<file path="src/rtl/fft_bfly_sched_if.sv">
// Handshake and datapath bundle between the 16-point FFT scheduler and its environment.
// The scheduler is the slave; the environment drives samples and the external butterfly results.
interface fft_bfly_sched_if;
  logic        din_valid;
  logic [31:0] din;
  logic        in_ready;
  logic        bf_en;
  logic [31:0] bf_x;
  logic [31:0] bf_y;
  logic [2:0]  bf_tw;
  logic [31:0] bf_a;
  logic [31:0] bf_b;
  logic        dout_valid;
  logic [31:0] dout;
  logic [3:0]  dout_idx;
  logic        done;

  modport master (
    output din_valid, din, bf_a, bf_b,
    input  in_ready, bf_en, bf_x, bf_y, bf_tw, dout_valid, dout, dout_idx, done
  );

  modport slave (
    input  din_valid, din, bf_a, bf_b,
    output in_ready, bf_en, bf_x, bf_y, bf_tw, dout_valid, dout, dout_idx, done
  );
endinterface

</file>
<file path="src/rtl/fft_bfly_sched.sv">
// In-place radix-2 DIF scheduler for a 16-point FFT: loads a frame, issues 32 butterflies to an
// external datapath, then streams the results out in natural frequency order.
module fft_bfly_sched (
  input logic              clk,
  input logic              rst,
  fft_bfly_sched_if.slave  bus
);

  typedef enum logic [1:0] {
    LOAD = 2'd0,
    CALC = 2'd1,
    OUT  = 2'd2
  } state_e;

  state_e      state_q, state_d;
  logic [3:0]  wrCount_q, wrCount_d;
  logic [1:0]  stage_q, stage_d;
  logic [2:0]  pair_q, pair_d;
  logic [3:0]  outCount_q, outCount_d;
  logic [31:0] mem_q [16];

  logic [3:0]  topIdx;
  logic [3:0]  botIdx;
  logic [3:0]  span;
  logic [2:0]  twIdx;
  logic        loadWe;
  logic        calcWe;

  function automatic logic [3:0] bitRev4(input logic [3:0] n);
    return {n[0], n[1], n[2], n[3]};
  endfunction

  // Top index is the pair number with a zero inserted at the span bit; bottom sets that bit.
  always_comb begin
    topIdx = 4'd0;
    twIdx  = 3'd0;
    span   = 4'd8 >> stage_q;
    case (stage_q)
      2'd0: begin
        topIdx = {1'b0, pair_q};
        twIdx  = pair_q;
      end
      2'd1: begin
        topIdx = {pair_q[2], 1'b0, pair_q[1:0]};
        twIdx  = {pair_q[1:0], 1'b0};
      end
      2'd2: begin
        topIdx = {pair_q[2:1], 1'b0, pair_q[0]};
        twIdx  = {pair_q[0], 2'b00};
      end
      default: begin
        topIdx = {pair_q, 1'b0};
        twIdx  = 3'd0;
      end
    endcase
    botIdx = topIdx | span;
  end

  always_ff @(posedge clk) begin
    if (rst) begin
      state_q    <= LOAD;
      wrCount_q  <= 4'd0;
      stage_q    <= 2'd0;
      pair_q     <= 3'd0;
      outCount_q <= 4'd0;
      for (int i = 0; i < 16; i++) begin
        mem_q[i] <= 32'd0;
      end
    end else begin
      state_q    <= state_d;
      wrCount_q  <= wrCount_d;
      stage_q    <= stage_d;
      pair_q     <= pair_d;
      outCount_q <= outCount_d;
      if (loadWe) begin
        mem_q[wrCount_q] <= bus.din;
      end
      if (calcWe) begin
        mem_q[topIdx] <= bus.bf_a;
        mem_q[botIdx] <= bus.bf_b;
      end
    end
  end

  // Stage and pair form one 5-bit counter so the last pair of a stage rolls into the next stage.
  always_comb begin
    state_d    = state_q;
    wrCount_d  = wrCount_q;
    stage_d    = stage_q;
    pair_d     = pair_q;
    outCount_d = outCount_q;
    loadWe     = 1'b0;
    calcWe     = 1'b0;
    case (state_q)
      LOAD: begin
        if (bus.din_valid) begin
          loadWe    = 1'b1;
          wrCount_d = wrCount_q + 4'd1;
          if (wrCount_q == 4'd15) begin
            state_d = CALC;
            stage_d = 2'd0;
            pair_d  = 3'd0;
          end
        end
      end
      CALC: begin
        calcWe            = 1'b1;
        {stage_d, pair_d} = {stage_q, pair_q} + 5'd1;
        if (stage_q == 2'd3 && pair_q == 3'd7) begin
          state_d    = OUT;
          outCount_d = 4'd0;
        end
      end
      OUT: begin
        outCount_d = outCount_q + 4'd1;
        if (outCount_q == 4'd15) begin
          state_d   = LOAD;
          wrCount_d = 4'd0;
        end
      end
      default: begin
        state_d = LOAD;
      end
    endcase
  end

  always_comb begin
    bus.in_ready   = (state_q == LOAD);
    bus.bf_en      = 1'b0;
    bus.bf_x       = 32'd0;
    bus.bf_y       = 32'd0;
    bus.bf_tw      = 3'd0;
    bus.dout_valid = 1'b0;
    bus.dout       = 32'd0;
    bus.dout_idx   = 4'd0;
    bus.done       = 1'b0;
    if (state_q == CALC) begin
      bus.bf_en = 1'b1;
      bus.bf_x  = mem_q[topIdx];
      bus.bf_y  = mem_q[botIdx];
      bus.bf_tw = twIdx;
    end
    if (state_q == OUT) begin
      bus.dout_valid = 1'b1;
      bus.dout       = mem_q[bitRev4(outCount_q)];
      bus.dout_idx   = outCount_q;
      bus.done       = (outCount_q == 4'd15);
    end
  end

endmodule
</file>
<file path="src/flat_wrapper.sv">
// flat-port wrapper written by rule: the top's interface ports become plain ports
module fft_bfly_sched_flat 
  (clk, rst, bus_din_valid, bus_din, bus_bf_a, bus_bf_b, bus_in_ready, bus_bf_en, bus_bf_x, bus_bf_y, bus_bf_tw, bus_dout_valid, bus_dout, bus_dout_idx, bus_done);
  fft_bfly_sched_if bus_i ();
  input logic clk;
  input logic rst;
  input wire logic [$bits(bus_i.din_valid)-1:0] bus_din_valid;
  input wire logic [$bits(bus_i.din)-1:0] bus_din;
  input wire logic [$bits(bus_i.bf_a)-1:0] bus_bf_a;
  input wire logic [$bits(bus_i.bf_b)-1:0] bus_bf_b;
  output wire logic [$bits(bus_i.in_ready)-1:0] bus_in_ready;
  output wire logic [$bits(bus_i.bf_en)-1:0] bus_bf_en;
  output wire logic [$bits(bus_i.bf_x)-1:0] bus_bf_x;
  output wire logic [$bits(bus_i.bf_y)-1:0] bus_bf_y;
  output wire logic [$bits(bus_i.bf_tw)-1:0] bus_bf_tw;
  output wire logic [$bits(bus_i.dout_valid)-1:0] bus_dout_valid;
  output wire logic [$bits(bus_i.dout)-1:0] bus_dout;
  output wire logic [$bits(bus_i.dout_idx)-1:0] bus_dout_idx;
  output wire logic [$bits(bus_i.done)-1:0] bus_done;
  assign bus_i.din_valid = bus_din_valid;
  assign bus_i.din = bus_din;
  assign bus_i.bf_a = bus_bf_a;
  assign bus_i.bf_b = bus_bf_b;
  assign bus_in_ready = bus_i.in_ready;
  assign bus_bf_en = bus_i.bf_en;
  assign bus_bf_x = bus_i.bf_x;
  assign bus_bf_y = bus_i.bf_y;
  assign bus_bf_tw = bus_i.bf_tw;
  assign bus_dout_valid = bus_i.dout_valid;
  assign bus_dout = bus_i.dout;
  assign bus_dout_idx = bus_i.dout_idx;
  assign bus_done = bus_i.done;
  fft_bfly_sched u_core (.clk(clk), .rst(rst), .bus(bus_i));
endmodule
</file>
<file path="config.mk">
export PLATFORM = sky130hd
export DESIGN_NAME = fft_bfly_sched_flat
export DESIGN_NICKNAME = d
export VERILOG_FILES = /design/src/rtl/fft_bfly_sched_if.sv /design/src/rtl/fft_bfly_sched.sv /design/src/flat_wrapper.sv
export SDC_FILE = /design/constraint.sdc
export NUM_CORES = 1
export LEC_CHECK = 0
export BUFFER_PORTS_ARGS = -buffer_cell sky130_fd_sc_hd__buf_4
export CORE_MARGIN = 2
export CORE_UTILIZATION = 30
export CTS_CLUSTER_SIZE = 20
export DETAILED_ROUTE_END_ITERATION = 10
export PLACE_DENSITY_LB_ADDON = 0.2
export SYNTH_ARGS = -nofsm -noshare
export SYNTH_HDL_FRONTEND = slang
export SYNTH_SLANG_ARGS = --single-unit
</file>
<file path="constraint.sdc">
create_clock -name clk -period 3.65 [get_ports clk]
set_input_delay 0.1825 -clock clk [delete_from_list [all_inputs] [get_ports clk]]
set_output_delay 0.1825 -clock clk [all_outputs]
set_load 0.02 [all_outputs]
</file>
Word level (Yosys, flattened, before mapping):

Memory sizes are Yosys's and may differ from the RTL's. A register that Yosys moved wholly into a read port is not among the register bits.
Cells that the tools add are included.

* add/sub/neg operators: 3
* eq/ne operators: 12
* shift-type cells: 1
* multiplexer cells: 47
* bitwise gates (word level): 1
* reductions and logical operators: 13

Operator list (count)
* $mux W32: 6
* $reduce_or A32 Y1: 3
* $mux W4: 9
* $mux W1: 16
* $pmux W4 S2: 2
* $mux W2: 6
* $pmux W4 S3: 1
* $mux W3: 3
* $pmux W3 S3: 1
* $add A4 B1 Y4 const B: 2
* $eq A4 B4 Y1 const B: 2
* $eq A2 B2 Y1 const B: 3
* $pmux W2 S3: 1
* $pmux W3 S2: 1
* $reduce_and A3 Y1: 2
* $reduce_bool A2 Y1: 3
* $add A5 B1 Y5 const B: 1
* $eq A2 B1 Y1 const B: 2
* $logic_not A2 Y1: 2
* $ne A2 B1 Y1 const B: 2
* $ne A2 B2 Y1 const B: 2
* $or A4 B4 Y4: 1
* $pmux W2 S2: 1
* $reduce_and A4 Y1: 1
* other kinds (4): 4

* flip-flop bits (word level): 15
* RAM bits: 512
* input port bits: 99
* output and inout bits: 107
* word-level logic and storage cells: 83
* memories kept: 1

Memory list
* u_core.mem_q: depth 16, width 32, read ports 3, clocked after memory_dff 1, wr ports 16, RTL line fft_bfly_sched.sv:20 `logic [31:0] mem_q [16];`

Logic depth before layout (Yosys ltp):

Gate-level depths: netlist of run 1.

* depth after elaboration: 8
* depth in mapped cells: 10
* depth with buffers taken out: 6

Worst setup path before layout of run 1:

Ideal clock, no wire load.

* path kind: flip-flop to flip-flop
* start: reg u_core.state_q[1]
* end: mem u_core.mem_q[4][0] (enable)
* setup time: 0.425 ns
* arrival time: 2.890 ns
* required time: 3.225 ns
* slack: 0.335 ns
* stages on the path, launching flop included: 7
* path buffers: 3
* clock period less this slack: 3.315 ns
* cells stage by stage: dfxtp_1 -> or3b_1 -> buf_2 -> buf_6 -> o31a_1 -> buf_2 -> o21ai_1

RTL lines
* from (decl): RTL line fft_bfly_sched.sv:15 `state_e state_q, state_d;`
* from (signal assigned): RTL line fft_bfly_sched.sv:70 `state_q <= state_d;`
* to (decl): RTL line fft_bfly_sched.sv:20

Final worst setup path of run 1:

* start: reg u_core.stage_q[1]
* end: out bus_bf_y[28]

* cells in the longest elaborated chain, start to end: 5
* elaborated cells on any way between the ends: 8
* classes of those cells: 2 x eq/ne; 1 x shift; 2 x mux; 1 x bitwise; 1 x reduce/logical; 1 x memory

Ends and longest elaborated chain
* from (decl): RTL line fft_bfly_sched.sv:17 `logic [1:0] stage_q, stage_d;`
* from (signal assigned): RTL line fft_bfly_sched.sv:72 `stage_q <= stage_d;`
* $eq A2 B2 Y1, or another cell as far along: RTL line fft_bfly_sched.sv:38 `case (stage_q)`
* $pmux W4 S3: RTL line fft_bfly_sched.sv:38
* $or A4 B4 Y4 (*): RTL line fft_bfly_sched.sv:56 `botIdx = topIdx | span;`
* $mem_v2 Z16 W32 (*)
* $mux W32 (*): RTL line fft_bfly_sched.sv:137 `if (state_q == CALC) begin`
* to (decl): RTL line flat_wrapper.sv:14 `output wire logic [$bits(bus_i.bf_y)-1:0] bus_bf_y;`

Every way passes the cells marked *; elsewhere a longest branch is shown, timed or not.

==> impl_metrics.json, run 1 <==
{
  "ys_types": 78,
  "hold_viol_final": 0,
  "r2r_start": "u_core.pair_q[0]",
  "grt_pass1_vias": 35800,
  "clk_latency_ns": 0.66,
  "peakVddDrop_v": 0.000282,
  "die_height_um": 364,
  "clkPwrFrac_pct": 45.5,
  "relSlewSlack_pct": 24.6,
  "layout-area-overhead-vs-synth_pct": 19.6,
  "p_leak_nw": 16.1,
  "status": "finished, violations left",
  "multi_input_area_um2": 21400,
  "critPathMaxStageDelay_ns": 0.54,
  "drt_iter0_drc": 6016,
  "critical_path_buf_inv_count": 4,
  "drc": 0,
  "cts_made_buffers": 70,
  "dp_cells": 5431,
  "grt_max_degree": 116,
  "synth-seq-cells": 531,
  "syn_inst": 3733,
  "post-route-period-util_pct": 100,
  "routed_wl_mm": 210,
  "pwr-share-comb_pct": 8.7,
  "cp_common_cell": "buf_4",
  "die-area_um2": 133000,
  "cp.depth": 9,
  "max_freq_mhz": 274,
  "fin_skew_ns": 0.0234,
  "power_density_nw_per_um2": 337,
  "drv_cap": 0,
  "endpoint_kind": "primary output",
  "p_int_w": 0.0116,
  "seq_area_um2": 15800,
  "portBuffers": 205,
  "vias_per_cell": 6.79,
  "worstPathCellList": "buf_8, or3b_4, buf_12, nor2_1, o31ai_1, o221ai_1, nor4_2, buf_4, buf_4",
  "syn-cell-area_um2": 38900,
  "slew_violations": 0,
  "yosysTopAreaCell": "edfxtp_1",
  "setup-tns-final_ns": -0.00263,
  "utilization_pct": 36.0,
  "synth-main-ff-cell": "edfxtp_1",
  "rows": 132,
  "hold_class": "input pin to flop",
  "cts_max_level": 3,
  "hpwl_mm": 128,
  "synth_area_leaders": "edfxtp_1, mux4_2, a22o_1",
  "rrSetupSlack_ns": 0.48,
  "start_util_pct": 30.1,
  "critPathMaxFanout": 39,
  "track_usage_pct": 30.6,
  "coreArea_um2": 129000,
  "worstPathRequired_ns": 3.47,
  "cts_buffer_depth": 3,
  "async_flop_share_pct": 0,
  "layout.cells.non_filler": 5657,
  "critical_path.startpoint": "u_core.stage_q[1]",
  "startpoint_type": "flop",
  "violations": "setup timing",
  "slowest_stage": "dfxtp_4",
  "gp_congestion": 0.897,
  "worst-setup-path-type": "flop to primary output",
  "syn-num-nets": 3836,
  "hold_slack_ns": 0.0144,
  "drive_gt1_share_pct": 24.2,
  "die_w_um": 364,
  "p_total_w": 0.0157,
  "netlist.area_leader.share_pct": 39.5,
  "swShare_pct": 26.2,
  "cts.sinks": 531,
  "crit_path_end": "bus_bf_y[28]",
  "antenna_left": 0,
  "rsz0062_at_grt": "false",
  "num_vias": 38400,
  "p_seq_share_pct": 45.8,
  "r2r_cells": 6,
  "ys_seq_area_share_pct": 40.5,
  "synth_edf_count": 512,
  "cts_root_buf": "clkbuf_16",
  "yosysWarnings": 0,
  "grt_pass1_wl_mm": 288,
  "grt_overflow": 0,
  "fin_nets": 3961,
  "antenna_found_initial": 8,
  "fin_crit_ns": 3.65,
  "fin_ws_ns": -0.00263,
  "cts_tree": "done",
  "nFillCells": 12900,
  "avgSynthCellArea_um2": 10.4,
  "clk_transition_reported_paths_ns": 0.06,
  "dr.pass1.iters": 7,
  "crit_arrival_ns": 3.47,
  "switching_power_w": 0.00411,
  "r2r_end": "u_core.mem_q[13][23]",
  "wl_per_cell_um": 37.2,
  "pin_count": 206,
  "setup_viol": 1,
  "worst_pin_slew_ns": 1.13,
  "critPathTopFamily": "buffers and inverters"
}
[registers in the layout (all words and copies together) (netlist names), named ones only]
| name | flops |
|---|---|
| u_core.pair_q | 3 |
| u_core.outCount_q | 4 |
| u_core.state_q | 2 |
| u_core.stage_q | 2 |
| u_core.mem_q | 512 |
| u_core.wrCount_q | 4 |
[per-stage QoR]
stage / setup slack (ns) / instance area, um2
floorplan: 0.335 / 38900
global placement: 0.0685 / 43100
detailed placement: 0.117 / 43100
CTS: 0.0139 / 46400
global route: 0.000685 / 46600
finish: -0.00263 / 46600
[repair_timing]
item                       4_1_cts  5_1_grt
gates resized for setup         20        4
pin swaps                        2        2
setup endpoints to repair       50       24
hold endpoints to repair       467        0
setup buffers                    4        9
cloned                           2        1
hold buffers                    81        0
[worst min-delay path by stage]
stage,startpoint,to,slack (ns),depth (start not counted)
6_report,bus_bf_b[6],u_core.mem_q[15][6],0.01,2
5_1_grt,bus_bf_b[6],u_core.mem_q[12][6],0.03,2
4_1_cts,bus_din[24],u_core.mem_q[0][24],0.0002,3
3_5_place_dp,rst,u_core.wrCount_q[1],0.50,2
3_3_place_gp,rst,u_core.wrCount_q[1],0.51,2
2_1_floorplan,rst,u_core.state_q[0],0.37,2
[layout make-up]
cell class	instances	share of cell area, %
Antenna cell	2	0.0108
Clock buffer	84	4.01
Clock inverter	43	0.865
Tap cell	1742	4.68
Sequential cell	531	33.9
Timing Repair Buffer	523	10.5
Multi-Input combinational cell	2723	45.9
Inverter	9	0.0887
[power groups by stage]
stage               combinational (W)  clock, W  sequential [W]
finish                        0.00137   0.00714         0.00718
global route                  0.00142   0.00738         0.00719
CTS                           0.00134   0.00715         0.00716
floorplan                    0.000675         0         0.00717
global placement              0.00125         0         0.00729
detailed placement            0.00126         0         0.00728
[per-layer routing]
layer,track usage [%],wire length (um),up-vias
li1,-,-,15300
met2,45.8,91000,3207
met5,0,67,-
met1,40.8,81700,19300
met3,7.55,25600,646
met4,16.1,12000,10
[Yosys cell counts (7+ instances only)]
master and count:
dfxtp_1 19, and2_1 39, a21o_1 7, a32o_1 97
nand2_1 495, buf_2 178, a32oi_1 77, edfxtp_1 512
a22o_1 395, nand3b_1 8, o211ai_1 36, nor4_1 33
a221oi_1 31, o211a_1 38, nor2b_1 14, o31ai_1 8
mux2_2 31, a211o_1 29, nand2b_1 12, buf_1 31
mux2i_1 35, o21ai_0 146, o31a_1 17, a211oi_1 39
a2bb2oi_1 62, o22ai_1 94, nor3_2 39, nor2_4 8
nand3_1 47, o22a_1 15, nor2_1 202, buf_6 15
clkbuf_1 226, o221ai_1 56, nor3_1 56, buf_4 21
inv_1 8, a21oi_1 190, mux2i_4 31, nor2_2 42
or3_1 15, mux4_2 160, a22oi_1 48
[layout by cell type, fill, tap and decap left out, types with 51 or more instances in the layout]
cell type / instances
a21oi_1: 188
a22o_1: 395
a2bb2oi_1: 62
a32o_1: 96
a32oi_1: 77
buf_12: 51
buf_4: 379
clkbuf_16: 73
dlygate4sd3_1: 81
edfxtp_1: 512
mux4_2: 160
nand2_1: 493
nor2_1: 196
nor3_1: 56
o21ai_0: 146
o221ai_1: 55
o22ai_1: 94
[kinds of logic (layout without fill, tap and decap cells)]
family / after synthesis / in the layout / synth area share (%)
other: 0 / 2 / 0
flip-flops: 531 / 531 / 40.5
XOR/XNOR: 2 / 2 / 0.0450
AO/OA/AOI/OAI: 1426 / 1427 / 28.3
AND/OR/NAND/NOR: 1032 / 1033 / 12.5
adder cells (fa/ha/maj): 4 / 4 / 0.129
multiplexers: 257 / 257 / 12.9
buffers and inverters: 481 / 659 / 5.73
No activity file was read; power rests on OpenSTA's default activity.
==> run 2: changes to the inputs <==
CTS_CLUSTER_DIAMETER = 120   (was default)
TNS_END_PERCENT = 50   (was default)
==> impl_metrics.json, run 2 (synthesis results as in run 1) <==
{
  "status": "finished, violations left",
  "violations": "setup timing",
  "antenna_found_initial": 8,
  "grt_pass1_vias": 35200,
  "rows": 132,
  "die-area_um2": 133000,
  "setup-tns-final_ns": -0.0929,
  "worst_pin_slew_ns": 1.13,
  "utilization_pct": 35.0,
  "start_util_pct": 30.1,
  "cts_buffer_depth": 3,
  "routed_wl_mm": 209,
  "rsz0062_at_grt": "false",
  "whs_path_depth": 3,
  "startpoint_type": "flop",
  "p_leak_nw": 15.5,
  "drc": 0,
  "power_density_nw_per_um2": 277,
  "diodes": 0,
  "dr.pass1.iters": 7,
  "p_seq_share_pct": 57.1,
  "top_regs": "u_core.mem_q: 512 flops, u_core.outCount_q: 4 flops, u_core.wrCount_q: 4 flops",
  "critPathMaxFanout": 18,
  "hold_viol_final": 0,
  "hold_class": "input pin to flop",
  "fin_ws_ns": -0.0419,
  "layout.cells.non_filler": 5590,
  "vias_per_cell": 6.78,
  "track_usage_pct": 30.3,
  "cts_tree": "done",
  "cts.sinks": 531,
  "clk_latency_ns": 0.68,
  "post-route-period-util_pct": 101,
  "grt_pass1_wl_mm": 286,
  "switching_power_w": 0.00343,
  "cts_made_buffers": 31,
  "gp_congestion": 0.897,
  "layout-area-overhead-vs-synth_pct": 16.3,
  "worstPathRequired_ns": 3.47,
  "layout_common_cells": "edfxtp_1, nand2_1, a22o_1",
  "coreArea_um2": 129000,
  "endpoint_kind": "primary output",
  "setup_viol": 5,
  "placed_cell_area_um2": 43100,
  "wl_per_cell_um": 37.4,
  "drt_iter0_drc": 5977,
  "peakVddDrop_v": 0.000422,
  "relSlewSlack_pct": 24.7,
  "pin_count": 206,
  "largest_reg_flops": 512,
  "die_w_um": 364,
  "dp_cells": 5431,
  "final_common_cell": "edfxtp_1",
  "grt_overflow": 0,
  "swShare_pct": 27.4,
  "fin_nets": 3927,
  "fin_crit_ns": 3.69,
  "drive_gt1_share_pct": 22.9,
  "max_freq_mhz": 271,
  "clkPwrFrac_pct": 32.0,
  "antenna_left": 0,
  "cts_max_level": 1,
  "r2r_cells": 6,
  "portBuffers": 205,
  "worst-setup-path-type": "flop to primary output",
  "pwr-share-comb_pct": 11.0,
  "drv_cap": 0,
  "top_register": "u_core.mem_q",
  "die_height_um": 364,
  "clk_transition_reported_paths_ns": 0.09,
  "crit_arrival_ns": 3.51,
  "p_int_w": 0.00912,
  "fin_skew_ns": 0.0172,
  "grt_max_degree": 116,
  "finalInstanceArea_um2": 45300,
  "slew_violations": 0,
  "cts_root_buf": "clkbuf_16",
  "num_vias": 37900,
  "hpwl_mm": 128
}
-- run 2: changes by cell type in the layout (fill, tap and decap cells not counted), sizes merged, moves of 4 or more --
cell | previous run | this run
dlygate4sd3 | 81 | 90
buf | 441 | 437
clkbuf | 84 | 52
clkinv | 28 | 2
bufinv | 7 | 1
-- run 2: timing repair --
item	in CTS	in global routing
gates resized for setup	20	9
hold buffers	90	0
setup buffers	6	3
cloned	2	1
endpoints found under the hold margin	507	0
pin swaps	2	2
setup endpoints to repair	53	26
-- run 2: final timing paths --
kind | to | slack [ns] | start
min reg2reg | flop | 0.57 | u_core.outCount_q[2]
max reg2reg | u_core.mem_q[13][24] | 0.53 | u_core.pair_q[0]
min | u_core.mem_q[0][11] | 0.04 | bus_din[11]
max | bus_bf_x[21] | -0.04 | u_core.stage_q[0]
-- run 2: cell type report --
cell class,count,area (um2)
fill,13000,83900
inverter,9,41.3
timing repair buffer,528,4920
clock inverter,5,60.1
tap,1742,2180
clock buffer,52,865
multi-input combinational,2723,21400
sequential,531,15800
-- run 2: per-layer routing --
layer	global-route usage, %	up-vias	part of all wire (%)
met5	0	-	0.023
met4	14.3	8	5.5
met3	6.00	559	12
met2	46.0	3122	43
met1	41.5	19100	39
li1	-	15200	-
-- run 2: critical path, cell delays in order (launching register included) --
cell and delay (ns):
dfxtp_4 0.62, nand3_2 0.14, nand2_2 0.29, buf_4 0.34, mux2_2 0.37, a221oi_1 0.52, o221ai_1 0.30, buf_4 0.24
-- run 2: power by group through the flow --
stage | clock network (W) | logic (W) | registers, W
final | 0.00401 | 0.00138 | 0.00716
after floorplan | 0 | 0.000675 | 0.00717
after global routing | 0.00419 | 0.00143 | 0.00718
after global placement | 0 | 0.00125 | 0.00729
after detailed placement | 0 | 0.00126 | 0.00728
after CTS | 0.00401 | 0.00135 | 0.00714
-- run 2: per-stage QoR --
stage	setup WS, ns	hold WS, ns	total power, W
after global routing	0.00383	0.0286	0.0128
after detailed placement	0.117	0.504	0.00854
after CTS	0.00280	0.00654	0.0125
after global placement	0.0685	0.510	0.00854
final	-0.0419	0.0384	0.0126
after floorplan	0.335	0.366	0.00784
